File: src/rtl/irq_controller_if.sv
// Interface bundle between the CPU core and irq_controller: source lines,
// instruction-boundary hints, config bus and ROM control pulses.
interface irq_controller_if #(
  parameter int unsigned NUM_IRQ = 8
);
  logic [NUM_IRQ-1:0] irq;
  logic               fetch_enable;
  logic               jump_enable;
  logic               reti;
  logic               cfg_we;
  logic [1:0]         cfg_addr;
  logic [7:0]         cfg_wdata;
  logic [7:0]         cfg_rdata;
  logic               interrupt_jump;
  logic               interrupt_clear_status;
  logic [2:0]         irq_id;
  logic               in_service;

  modport master (
    output irq, fetch_enable, jump_enable, reti, cfg_we, cfg_addr, cfg_wdata,
    input  cfg_rdata, interrupt_jump, interrupt_clear_status, irq_id, in_service
  );

  modport slave (
    input  irq, fetch_enable, jump_enable, reti, cfg_we, cfg_addr, cfg_wdata,
    output cfg_rdata, interrupt_jump, interrupt_clear_status, irq_id, in_service
  );
endinterface

File: src/rtl/irq_controller.sv
// Non-nesting interrupt controller: edge-latched sources, mask + global enable,
// fixed priority (index 0 highest), one jump per handler, released by RETI.
module irq_controller #(
  parameter int unsigned NUM_IRQ = 8
) (
  input  logic             clk,
  input  logic             rst,
  irq_controller_if.slave  bus
);

  typedef enum logic [0:0] {StIdle, StService} state_e;

  state_e             state_q;
  logic [NUM_IRQ-1:0] irq_prev_q;
  logic [NUM_IRQ-1:0] pending_q;
  logic [NUM_IRQ-1:0] mask_q;
  logic               gie_q;
  logic [2:0]         irq_id_q;

  logic [NUM_IRQ-1:0] rise;
  logic [NUM_IRQ-1:0] eligible;
  logic [NUM_IRQ-1:0] winner_oh;
  logic [NUM_IRQ-1:0] pend_clr;
  logic [NUM_IRQ-1:0] pending_d;
  logic [2:0]         winner;
  logic               take;
  logic               in_service;

  assign in_service = (state_q == StService);

  always_comb begin
    rise      = bus.irq & ~irq_prev_q;
    eligible  = pending_q & ~mask_q;
    winner    = '0;
    winner_oh = '0;
    // Scan high to low so the lowest eligible index is the last one kept.
    for (int i = int'(NUM_IRQ) - 1; i >= 0; i--) begin
      if (eligible[i]) begin
        winner       = 3'(i);
        winner_oh    = '0;
        winner_oh[i] = 1'b1;
      end
    end
    // A taken branch would be lost by the ROM, so only jump on a plain fetch.
    take = ~rst & (state_q == StIdle) & gie_q & (|eligible) &
           bus.fetch_enable & ~bus.jump_enable;
    pend_clr = winner_oh & {NUM_IRQ{take}};
    if (bus.cfg_we && bus.cfg_addr == 2'd1) begin
      pend_clr = pend_clr | bus.cfg_wdata[NUM_IRQ-1:0];
    end
    // New edges override same-cycle clears.
    pending_d = (pending_q & ~pend_clr) | rise;
  end

  always_ff @(posedge clk) begin
    if (rst) begin
      state_q    <= StIdle;
      irq_prev_q <= '0;
      pending_q  <= '0;
      mask_q     <= '0;
      gie_q      <= 1'b0;
      irq_id_q   <= '0;
    end else begin
      irq_prev_q <= bus.irq;
      pending_q  <= pending_d;
      if (bus.cfg_we) begin
        case (bus.cfg_addr)
          2'd0:    mask_q <= bus.cfg_wdata[NUM_IRQ-1:0];
          2'd2:    gie_q  <= bus.cfg_wdata[0];
          default: ;
        endcase
      end
      case (state_q)
        StIdle: begin
          if (take) begin
            irq_id_q <= winner;
            state_q  <= StService;
          end
        end
        StService: begin
          if (bus.reti) state_q <= StIdle;
        end
        default: state_q <= StIdle;
      endcase
    end
  end

  assign bus.interrupt_jump         = take;
  assign bus.interrupt_clear_status = ~rst & in_service & bus.reti;
  assign bus.irq_id                 = irq_id_q;
  assign bus.in_service             = in_service;

  always_comb begin
    bus.cfg_rdata = '0;
    case (bus.cfg_addr)
      2'd0:    bus.cfg_rdata = 8'(mask_q);
      2'd1:    bus.cfg_rdata = 8'(pending_q);
      2'd2:    bus.cfg_rdata = {4'b0, in_service, irq_id_q};
      default: bus.cfg_rdata = '0;
    endcase
  end

endmodule
File: src/flat_wrapper.sv
// flat-port wrapper written by rule: the top's interface ports become plain ports
module irq_controller_flat 
#(
  parameter int unsigned NUM_IRQ = 8
)
  (clk, rst, bus_irq, bus_fetch_enable, bus_jump_enable, bus_reti, bus_cfg_we, bus_cfg_addr, bus_cfg_wdata, bus_cfg_rdata, bus_interrupt_jump, bus_interrupt_clear_status, bus_irq_id, bus_in_service);
  irq_controller_if #(.NUM_IRQ(NUM_IRQ)) bus_i ();
  input  logic clk;
  input  logic rst;
  input wire logic [$bits(bus_i.irq)-1:0] bus_irq;
  input wire logic [$bits(bus_i.fetch_enable)-1:0] bus_fetch_enable;
  input wire logic [$bits(bus_i.jump_enable)-1:0] bus_jump_enable;
  input wire logic [$bits(bus_i.reti)-1:0] bus_reti;
  input wire logic [$bits(bus_i.cfg_we)-1:0] bus_cfg_we;
  input wire logic [$bits(bus_i.cfg_addr)-1:0] bus_cfg_addr;
  input wire logic [$bits(bus_i.cfg_wdata)-1:0] bus_cfg_wdata;
  output wire logic [$bits(bus_i.cfg_rdata)-1:0] bus_cfg_rdata;
  output wire logic [$bits(bus_i.interrupt_jump)-1:0] bus_interrupt_jump;
  output wire logic [$bits(bus_i.interrupt_clear_status)-1:0] bus_interrupt_clear_status;
  output wire logic [$bits(bus_i.irq_id)-1:0] bus_irq_id;
  output wire logic [$bits(bus_i.in_service)-1:0] bus_in_service;
  assign bus_i.irq = bus_irq;
  assign bus_i.fetch_enable = bus_fetch_enable;
  assign bus_i.jump_enable = bus_jump_enable;
  assign bus_i.reti = bus_reti;
  assign bus_i.cfg_we = bus_cfg_we;
  assign bus_i.cfg_addr = bus_cfg_addr;
  assign bus_i.cfg_wdata = bus_cfg_wdata;
  assign bus_cfg_rdata = bus_i.cfg_rdata;
  assign bus_interrupt_jump = bus_i.interrupt_jump;
  assign bus_interrupt_clear_status = bus_i.interrupt_clear_status;
  assign bus_irq_id = bus_i.irq_id;
  assign bus_in_service = bus_i.in_service;
  irq_controller #(.NUM_IRQ(NUM_IRQ)) u_core (.clk(clk), .rst(rst), .bus(bus_i));
endmodule
File: config.mk
export PLATFORM = sky130hd
export DESIGN_NAME = irq_controller_flat
export DESIGN_NICKNAME = d
export VERILOG_FILES = /design/src/rtl/irq_controller_if.sv /design/src/rtl/irq_controller.sv /design/src/flat_wrapper.sv
export SDC_FILE = /design/constraint.sdc
export NUM_CORES = 1
export LEC_CHECK = 0
export ABC_CLOCK_PERIOD_IN_PS = 1300
export BUFFER_PORTS_ARGS = -buffer_cell sky130_fd_sc_hd__buf_2
export CAP_MARGIN = 20
export CORE_MARGIN = 2
export CORE_UTILIZATION = 35
export DETAILED_ROUTE_END_ITERATION = 6
export HOLD_SLACK_MARGIN = 0.03
export PLACE_DENSITY = 0.56
export SYNTH_ARGS = -nofsm -noshare
export SYNTH_HDL_FRONTEND = slang
export SYNTH_SLANG_ARGS = --single-unit
File: constraint.sdc
create_clock -name clk -period 1.3 [get_ports clk]
set_input_delay 0.065 -clock clk [delete_from_list [all_inputs] [get_ports clk]]
set_output_delay 0.065 -clock clk [all_outputs]
set_load 0.005 [all_outputs]
==> flow_summary.toml, run 1 <==
[run_status]
status = "complete, but fails checks"
violations = "negative setup slack"

[synth]
synth_nets = 188
synth_cells = 164
syn_area_per_cell_um2 = 9.392
syn-cell-area_um2 = 1540
synth_area_leader_cell = "dfxtp_1"
synth_area_leaders = "dfxtp_1, mux2i_1, nand2b_4"
synth.distinct_cells = 41
ys_seq_elements = 29
ys_seq_area_share_pct = 37.69
yosysWarningCount = 0
synth-edff-count = 0
synth_flop_cell = "dfxtp_1"
synth-async-reset-ratio_pct = 0
yosys.area.top_type_share_pct = 37.69

[power]
total_power_mw = 2.121
p_per_area_nw_per_um2 = 1035
ir_drop_v = 0.0004356
p_leak_nw = 0.8937

[die]
chipHeight_um = 70.34
die-area_um2 = 4947
start_util_pct = 35.87
die_w_um = 70.34
ios = 38
core_area_um2 = 4294
rows = 24

[setup_path]
cp_max_fo = 8
path_cells = "nor2_4 > nand4b_4 > a21oi_4 > buf_2"
r2r_slack_ns = -0.01
crit_path_start_kind = "flip-flop"
required_ns = 1.24
worstPathArrival_ns = 1.25
cpPeakStageDelay_ns = 0.36
r2r_cells = 5
r2r-end = "u_core.pending_q[5]"
crit_path_end_kind = "primary output"
crit_type = "reg -> out"
critical-path-slowest-cell = "dfxtp_4"
reg2reg_from = "u_core.bus.in_service"

[timing]
max_slew_margin_pct = 79.14
rsz0062_at_grt = "yes"
period_minus_slack_ns = 1.319
worst_clock_skew_ns = 0.007163
slew_viol_final = 0
finalCritPeriodShare_pct = 101.4
fmax_mhz = 758.4
hold-worst-slack_ns = 0.04006
hold_viol_final = 0
setup_viol = 2
tightest_slew_ns = 0.3129
worst_slack_ns = -0.01859

[route]
drc = 0
wl_per_cell_um = 13.84
dr.pass1.iters = 4
via_count = 1355
viasPerCell = 4.963
drt-initial-drc-count = 47
ant_nets = 0
wirelength_um = 3779

[min_path]
whs_endpoint = "u_core.mask_q[3]"
hold_class = "in -> reg"
min_path_cells = 3
worstHoldStart = "bus_cfg_wdata[3]"

[final_layout]
synthToLayoutAreaGrowth_pct = 33.06
nFillCells = 459
final_common_cell = "buf_2"
antenna_cells = 0
drive_above_1_share_pct = 43.44
utilization_pct = 47.73
ff_latch_area_um2 = 599.3
nets = 245
multiInputGateArea_um2 = 928.4
layout_common_cells = "buf_2, nand2_1, buf_4"

[global_route]
grt_pass1_vias = 1315
grt_pass1_wl_um = 6265
overflow = 0
grt_max_degree = 31
antenna_found_initial = 0
grt_usage_pct = 16.28

[cts]
clkTransAtPathRegs_ns = 0.06
cts_buffer_depth = 2
clockRootBuffer = "clkbuf_8"
cts_tree = "built"
cts_buffers = 5
htreeDepth = 2
clk_latency_ns = 0.28
cts_sinks = 29

[placement]
io_buffers = 37
place_hpwl_um = 2742
globalplace.congestion = 0.7549

[job]
drv_cap = 0
-- cells in the mapped netlist (2+ instances only) --
cell and instances:
a211oi_1 2, a21oi_1 4, and3b_1 2, and4_4 2, buf_2 4, buf_4 2, dfxtp_1 29, inv_1 8
mux2i_1 16, nand2_1 18, nand2b_1 3, nand2b_2 3, nand2b_4 5, nand3_1 2, nand3b_1 6, nand4_1 2
nor2_1 12, nor2b_1 8, nor3_1 2, nor4_1 3, o211ai_1 2, o21ai_0 5, o2bb2ai_1 6
-- worst max path at each step --
stage,cells after the start,slack (ns),to,startpoint
finish,4,-0.02,bus_interrupt_jump,u_core.bus.in_service
global route,5,-0.09,u_core.pending_q[5],u_core.bus.in_service
CTS,4,-0.02,bus_interrupt_jump,u_core.bus.in_service
detailed placement,4,-0.01,u_core.pending_q[7],u_core.mask_q[2]
global placement,4,0.02,u_core.pending_q[3],u_core.bus.in_service
floorplan,4,0.17,u_core.bus.in_service,u_core.mask_q[2]
-- state kept, by name (all words and copies together), names as in the netlist --
register,count
u_core.bus.in_service,1
u_core.bus.irq_id,3
u_core.gie_q,1
u_core.irq_prev_q,8
u_core.mask_q,8
u_core.pending_q,8
-- final cells by class --
type	instances	area share, %
Clock buffer	7	4.212
Multi-Input combinational cell	120	45.30
Tap cell	52	3.175
Timing Repair Buffer	57	16.61
Sequential cell	29	29.24
Inverter	8	1.465
-- worst max-delay path, delay by kind of cell (launching register included) --
| family | cells | cell delay [ns] |
|---|---|---|
| DFF | 1 | 0.36 |
| AOI/OAI and AO/OA | 1 | 0.19 |
| and+or+nand+nor | 2 | 0.29 |
| buffers and inverters | 1 | 0.14 |
-- through the flow --
step                      setup WS, ns  std cells  instance area (µm²)  TNS [ns]
after CTS                     -0.01692        272                 2024  -0.03068
after detailed placement      -0.01257        255                 1819  -0.02232
after global routing          -0.09044        273                 2049   -0.2542
final                         -0.01859        273                 2049  -0.02957
after global placement         0.02306        255                 1819         0
after floorplan                 0.1706        164                 1540         0
-- power by group --
| part | internal [mW] | leakage, nW | switching (mW) | total [mW] |
|---|---|---|---|---|
| Sequential | 0.940 | 0.244 | 0.0432 | 0.984 |
| Clock | 0.419 | 0.0443 | 0.317 | 0.736 |
| Combinational | 0.204 | 0.606 | 0.198 | 0.401 |
| Total | 1.56 | 0.894 | 0.557 | 2.12 |
-- metal layers --
layer | vias to the layer above | global-route usage (%) | wire length (µm)
met5 | - | 0 | 0
met4 | 0 | 7.051 | 32
met3 | 2 | 3.608 | 188
met2 | 29 | 25.79 | 1738
met1 | 632 | 21.16 | 1819
li1 | 692 | - | -
-- cell families after synthesis --
logic type	count (synthesis)	synth area share, %
AND/OR/NAND/NOR	78	34.52
flip-flops	29	37.69
AO/OA/AOI/OAI	26	12.92
multiplexers	16	10.40
buffers and inverters	15	4.468
-- what timing repair did --
item                                   CTS  global route
hold buffers                             2             0
gates cloned                             0             0
buffers inserted                         8             1
pin swaps                                3             0
endpoints found under the hold margin    2             0
gates resized for setup                 17             3
setup endpoints to repair                3             4
Power figures use the tool's default switching activity.
==> inputs of run 2 (changes only) <==
--- a/config.mk
+++ b/config.mk
@@ -8,11 +8,14 @@
 export ABC_CLOCK_PERIOD_IN_PS = 1300
 export BUFFER_PORTS_ARGS = -buffer_cell sky130_fd_sc_hd__buf_2
 export CAP_MARGIN = 20
+export CELL_PAD_IN_SITES_DETAIL_PLACEMENT = 0
+export CELL_PAD_IN_SITES_GLOBAL_PLACEMENT = 1
 export CORE_MARGIN = 2
 export CORE_UTILIZATION = 35
 export DETAILED_ROUTE_END_ITERATION = 6
 export HOLD_SLACK_MARGIN = 0.03
-export PLACE_DENSITY = 0.56
+export PLACE_DENSITY = 0.71
+export SKIP_LAST_GASP = 1
 export SYNTH_ARGS = -nofsm -noshare
 export SYNTH_HDL_FRONTEND = slang
 export SYNTH_SLANG_ARGS = --single-unit
==> run 2 against run 1 <==
The flow now finishes without violations; non-clock buffer count is 1 higher; routed wire length grew 5.1%; sequential share of layout area is 0.064 points higher; cell area down 0.43%; maximum frequency is 1.7% higher; die area stayed put; via count up 5.8%.
==> flow_summary.toml, run 2 (synthesized netlist as in run 1, its figures left out) <==
[setup_path]
r2r-end = "u_core.pending_q[3]"
cpPeakStageDelay_ns = 0.33
crit_path_end_kind = "primary output"
cp_max_fo = 3
worst-path-buf-inv = 1
crit_path_start_kind = "flip-flop"
path_delay_family = "simple AND/OR/NAND/NOR gates"
worstPathArrival_ns = 1.23
cp-endpoint = "bus_interrupt_jump"
reg2reg_from = "u_core.bus.in_service"
r2r_cells = 5
critical-path-slowest-cell = "dfxtp_2"
crit_type = "reg -> out"
cp-startpoint = "u_core.mask_q[7]"
r2r_slack_ns = 0.03
crit_cells = 4
path_cells = "nand2b_4 > and4_4 > a21oi_4 > buf_2"
required_ns = 1.24

[die]
die-area_um2 = 4947
start_util_pct = 35.87
core_area_um2 = 4294
ios = 38
rows = 24
die_w_um = 70.34
chipHeight_um = 70.34

[final_layout]
antenna_cells = 0
synthToLayoutAreaGrowth_pct = 32.49
final_common_cell = "buf_2"
layout_common_cells = "buf_2, buf_4, nand2_1"
utilization_pct = 47.52
top_regs = "u_core.irq_prev_q x8, u_core.mask_q x8, u_core.pending_q x8"
drive_above_1_share_pct = 43.50
nets = 246

[timing]
worst_slack_ns = 0.003265
hold-worst-slack_ns = 0.04059
fmax_mhz = 771.2
finalCritPeriodShare_pct = 99.75
tightest_slew_ns = 0.4016
worst_clock_skew_ns = 0.003805
setup_tns_ns = 0
hold_viol_final = 0
max_slew_margin_pct = 73.23
period_minus_slack_ns = 1.297
slew_viol_final = 0
setup_viol = 0
rsz0062_at_grt = "yes"

[cts]
clockRootBuffer = "clkbuf_8"
cts_buffers = 5
htreeDepth = 2
cts_tree = "built"
cts_buffer_depth = 2
clkTransAtPathRegs_ns = 0.06
clk_latency_ns = 0.28
cts_sinks = 29

[route]
viasPerCell = 5.215
wl_per_cell_um = 14.45
via_count = 1434
wirelength_um = 3973
dr.pass1.iters = 4
drc = 0
ant_nets = 0
drt-initial-drc-count = 111

[power]
ir_drop_v = 0.0005515
p_leak_nw = 0.8870
p_per_area_nw_per_um2 = 1023

[global_route]
grt_usage_pct = 17.04
grt_max_degree = 31
grt_pass1_vias = 1397
overflow = 0
antenna_found_initial = 0
grt_pass1_wl_um = 6720

[placement]
io_buffers = 37
place_hpwl_um = 2905
globalplace.congestion = 0.7902
place_ws_ns = 0.03785

[min_path]
hold_class = "in -> reg"

[job]
drv_cap = 0

[run_status]
status = "complete, no violations"
==> run 2: changes by cell type in the layout (fill, tap and decap cells not counted) <==
cell      delta
dfxtp_2      +2
dfxtp_1      -1
nor4b_2      +1
clkbuf_1     +2
dfxtp_4      -1
clkbuf_8     -1
nor4b_4      -1
buf_4        +1
==> run 2: layer usage <==
metal  global-route usage, %  wire length [µm]  up-vias
met5                       0                 0        -
met4                   3.846                32        0
met3                   5.628               238        4
met2                   28.62              1914       36
met1                   21.10              1789      699
li1                        -                 -      695
==> run 2: area by class of cell <==
| class | count | area (µm²) |
|---|---|---|
| Timing Repair Buffer | 58 | 347.8 |
| Multi-Input combinational cell | 120 | 919.6 |
| Sequential cell | 29 | 598.1 |
| Inverter | 8 | 30.03 |
| Fill cell | 442 | 2253 |
| Tap cell | 52 | 65.06 |
| Clock buffer | 8 | 80.08 |
==> run 2: worst min-delay path: cells and delay by family <==
kind	cells	cell delay (ns)
buffers and inverters	1	0.09
and+or+nand+nor	1	0.07
muxes	1	0.06
==> run 2: timing repair <==
item,CTS,global route
setup endpoints to repair,1,8
buffers inserted,4,4
hold buffers,2,0
pin swaps,2,1
gates resized for setup,11,8
hold endpoints to repair,2,0
==> run 2: how the worst min path moves through the flow <==
stage	from	end	slack, ns	cells past startpoint
floorplan	rst	u_core.irq_prev_q[4]	0.15	1
global placement	bus_irq[7]	u_core.irq_prev_q[7]	0.28	3
detailed placement	bus_irq[7]	u_core.irq_prev_q[7]	0.28	3
CTS	bus_cfg_wdata[3]	u_core.mask_q[3]	0.03	3
global route	bus_cfg_wdata[3]	u_core.mask_q[3]	0.04	3
finish	bus_cfg_wdata[7]	u_core.mask_q[7]	0.04	3
==> run 2: where the power goes <==
part	total (mW)	internal, mW	switching (mW)
registers	0.986	0.943	0.0430
clock network	0.707	0.379	0.327
logic	0.396	0.200	0.196
total	2.09	1.52	0.566
==> run 2: through the flow <==
step	power (mW)	area, µm²	instances
6_report	2.089	2041	275
5_1_grt	2.213	2041	275
4_1_cts	2.094	2001	271
3_5_place_dp	1.352	1834	257
3_3_place_gp	1.342	1834	257
2_1_floorplan	1.230	1540	164
==> inputs of run 3 (changes only) <==
--- a/config.mk
+++ b/config.mk
@@ -5,7 +5,7 @@
 export SDC_FILE = /design/constraint.sdc
 export NUM_CORES = 1
 export LEC_CHECK = 0
-export ABC_CLOCK_PERIOD_IN_PS = 1300
+export ABC_CLOCK_PERIOD_IN_PS = 1500
 export BUFFER_PORTS_ARGS = -buffer_cell sky130_fd_sc_hd__buf_2
 export CAP_MARGIN = 20
 export CELL_PAD_IN_SITES_DETAIL_PLACEMENT = 0
==> constraint.sdc (replaced) <==
create_clock -name clk -period 1.5 [get_ports clk]
set_input_delay 0.075 -clock clk [delete_from_list [all_inputs] [get_ports clk]]
set_output_delay 0.075 -clock clk [all_outputs]
set_load 0.005 [all_outputs]
==> run 3 against run 2 <==
Non-clock buffer count decreased by 13; highest routed layer unchanged; critical path type unchanged; worst hold slack improved by 0.0093 ns; via count is 9.0% lower; global-route usage shrank 1.6 points.
==> flow_summary.toml, run 3 (synthesized netlist as in run 1, its figures left out) <==
[global_route]
grt_usage_pct = 15.45
grt_max_degree = 31
grt_pass1_vias = 1216
overflow = 0
grt_pass1_wl_um = 5940
antenna_found_initial = 0

[final_layout]
final_common_cell = "buf_2"
top_regs = "u_core.irq_prev_q x8, u_core.mask_q x8, u_core.pending_q x8"
antenna_cells = 0
synthToLayoutAreaGrowth_pct = 23.56
layout_common_cells = "buf_2, dfxtp_1, nand2_1"
drive_above_1_share_pct = 33.49
nets = 233
design_area_um2 = 1903

[power]
p_leak_nw = 0.8164
ir_drop_v = 0.0005064
p_per_area_nw_per_um2 = 937.7
total_power_mw = 1.785

[setup_path]
required_ns = 1.42
crit_path_start_kind = "flip-flop"
cp-endpoint = "bus_interrupt_jump"
crit_path_end_kind = "primary output"
r2r-end = "u_core.pending_q[7]"
cp-startpoint = "u_core.mask_q[6]"
reg2reg_from = "u_core.mask_q[0]"
r2r_slack_ns = 0.16
cp_max_fo = 6
r2r_cells = 4
worstPathArrival_ns = 1.36
crit_type = "reg -> out"

[die]
start_util_pct = 35.87
rows = 24
chipHeight_um = 70.34
core_area_um2 = 4294
ios = 38
die-area_um2 = 4947
die_w_um = 70.34

[timing]
fmax_mhz = 698.7
setup_tns_ns = 0
hold_viol_final = 0
finalCritPeriodShare_pct = 95.41
worst_clock_skew_ns = 0.01001
tightest_slew_ns = 0.3318
setup_viol = 0
slew_viol_final = 0
max_slew_margin_pct = 77.68
period_minus_slack_ns = 1.431
rsz0062_at_grt = "no"
hold-worst-slack_ns = 0.04988

[route]
viasPerCell = 5.000
dr.pass1.iters = 4
via_count = 1305
ant_nets = 0
drc = 0
wl_per_cell_um = 13.97
drt-initial-drc-count = 33
wirelength_um = 3647

[min_path]
hold_class = "in -> reg"
worstHoldStart = "bus_irq[0]"

[placement]
io_buffers = 37
placed_area_um2 = 1797
place_hpwl_um = 2817
globalplace.congestion = 0.8310

[cts]
clkTransAtPathRegs_ns = 0.06
clk_latency_ns = 0.28
post_cts.repair.setup_buffers = 0
clockRootBuffer = "clkbuf_8"
cts_buffers = 5
cts_tree = "built"
cts_sinks = 29
htreeDepth = 2
cts_buffer_depth = 2

[job]
drv_cap = 0

[run_status]
status = "complete, no violations"
[run 3: critical path, cell delays in order (launching register included)]
cell and delay [ns]:
dfxtp_1 0.32, nand2b_2 0.22, and4_4 0.22, a21oi_2 0.18
buf_2 0.15
[run 3: report_power, final]
part,leakage [nW],switching (mW),internal (mW)
logic,0.533,0.154,0.149
registers,0.239,0.0357,0.812
clock network,0.0443,0.271,0.363
total,0.816,0.461,1.32
[run 3: area by class of cell]
| cell class | instances | area [µm²] |
|---|---|---|
| Sequential cell | 29 | 580.6 |
| Inverter | 8 | 30.03 |
| Multi-Input combinational cell | 120 | 890.9 |
| Tap cell | 52 | 65.06 |
| Clock buffer | 7 | 86.33 |
| Fill cell | 429 | 2391 |
| Timing Repair Buffer | 45 | 250.2 |
[run 3: per-layer routing]
layer  GRT usage, %  routed length (µm)
met1          19.59                1694
met2          24.32                1686
met3          5.051                 210
met4          5.769                  56
met5              0                   0
[run 3: worst min path at each step]
stage                                 endpoint  slack, ns  depth (start not counted)
after global routing      u_core.irq_prev_q[5]       0.06                          2
after detailed placement  u_core.irq_prev_q[7]       0.29                          3
after floorplan           u_core.irq_prev_q[4]       0.16                          1
after global placement    u_core.irq_prev_q[7]       0.29                          3
final                     u_core.irq_prev_q[0]       0.05                          2
after CTS                 u_core.irq_prev_q[0]       0.05                          2
[run 3: stage by stage]
stage | utilization, % | setup WS [ns] | instances
floorplan | - | 0.3706 | 164
global placement | 41.84 | 0.2056 | 252
detailed placement | 41.84 | 0.1903 | 252
CTS | 44.32 | 0.04776 | 261
global route | 44.32 | 0.004926 | 261
finish | 44.32 | 0.06887 | 261
[run 3: timing repair]
item,CTS,global route
resized for setup,0,0
hold buffers,2,0
hold endpoints to repair,2,0
endpoints found under the setup margin,0,0
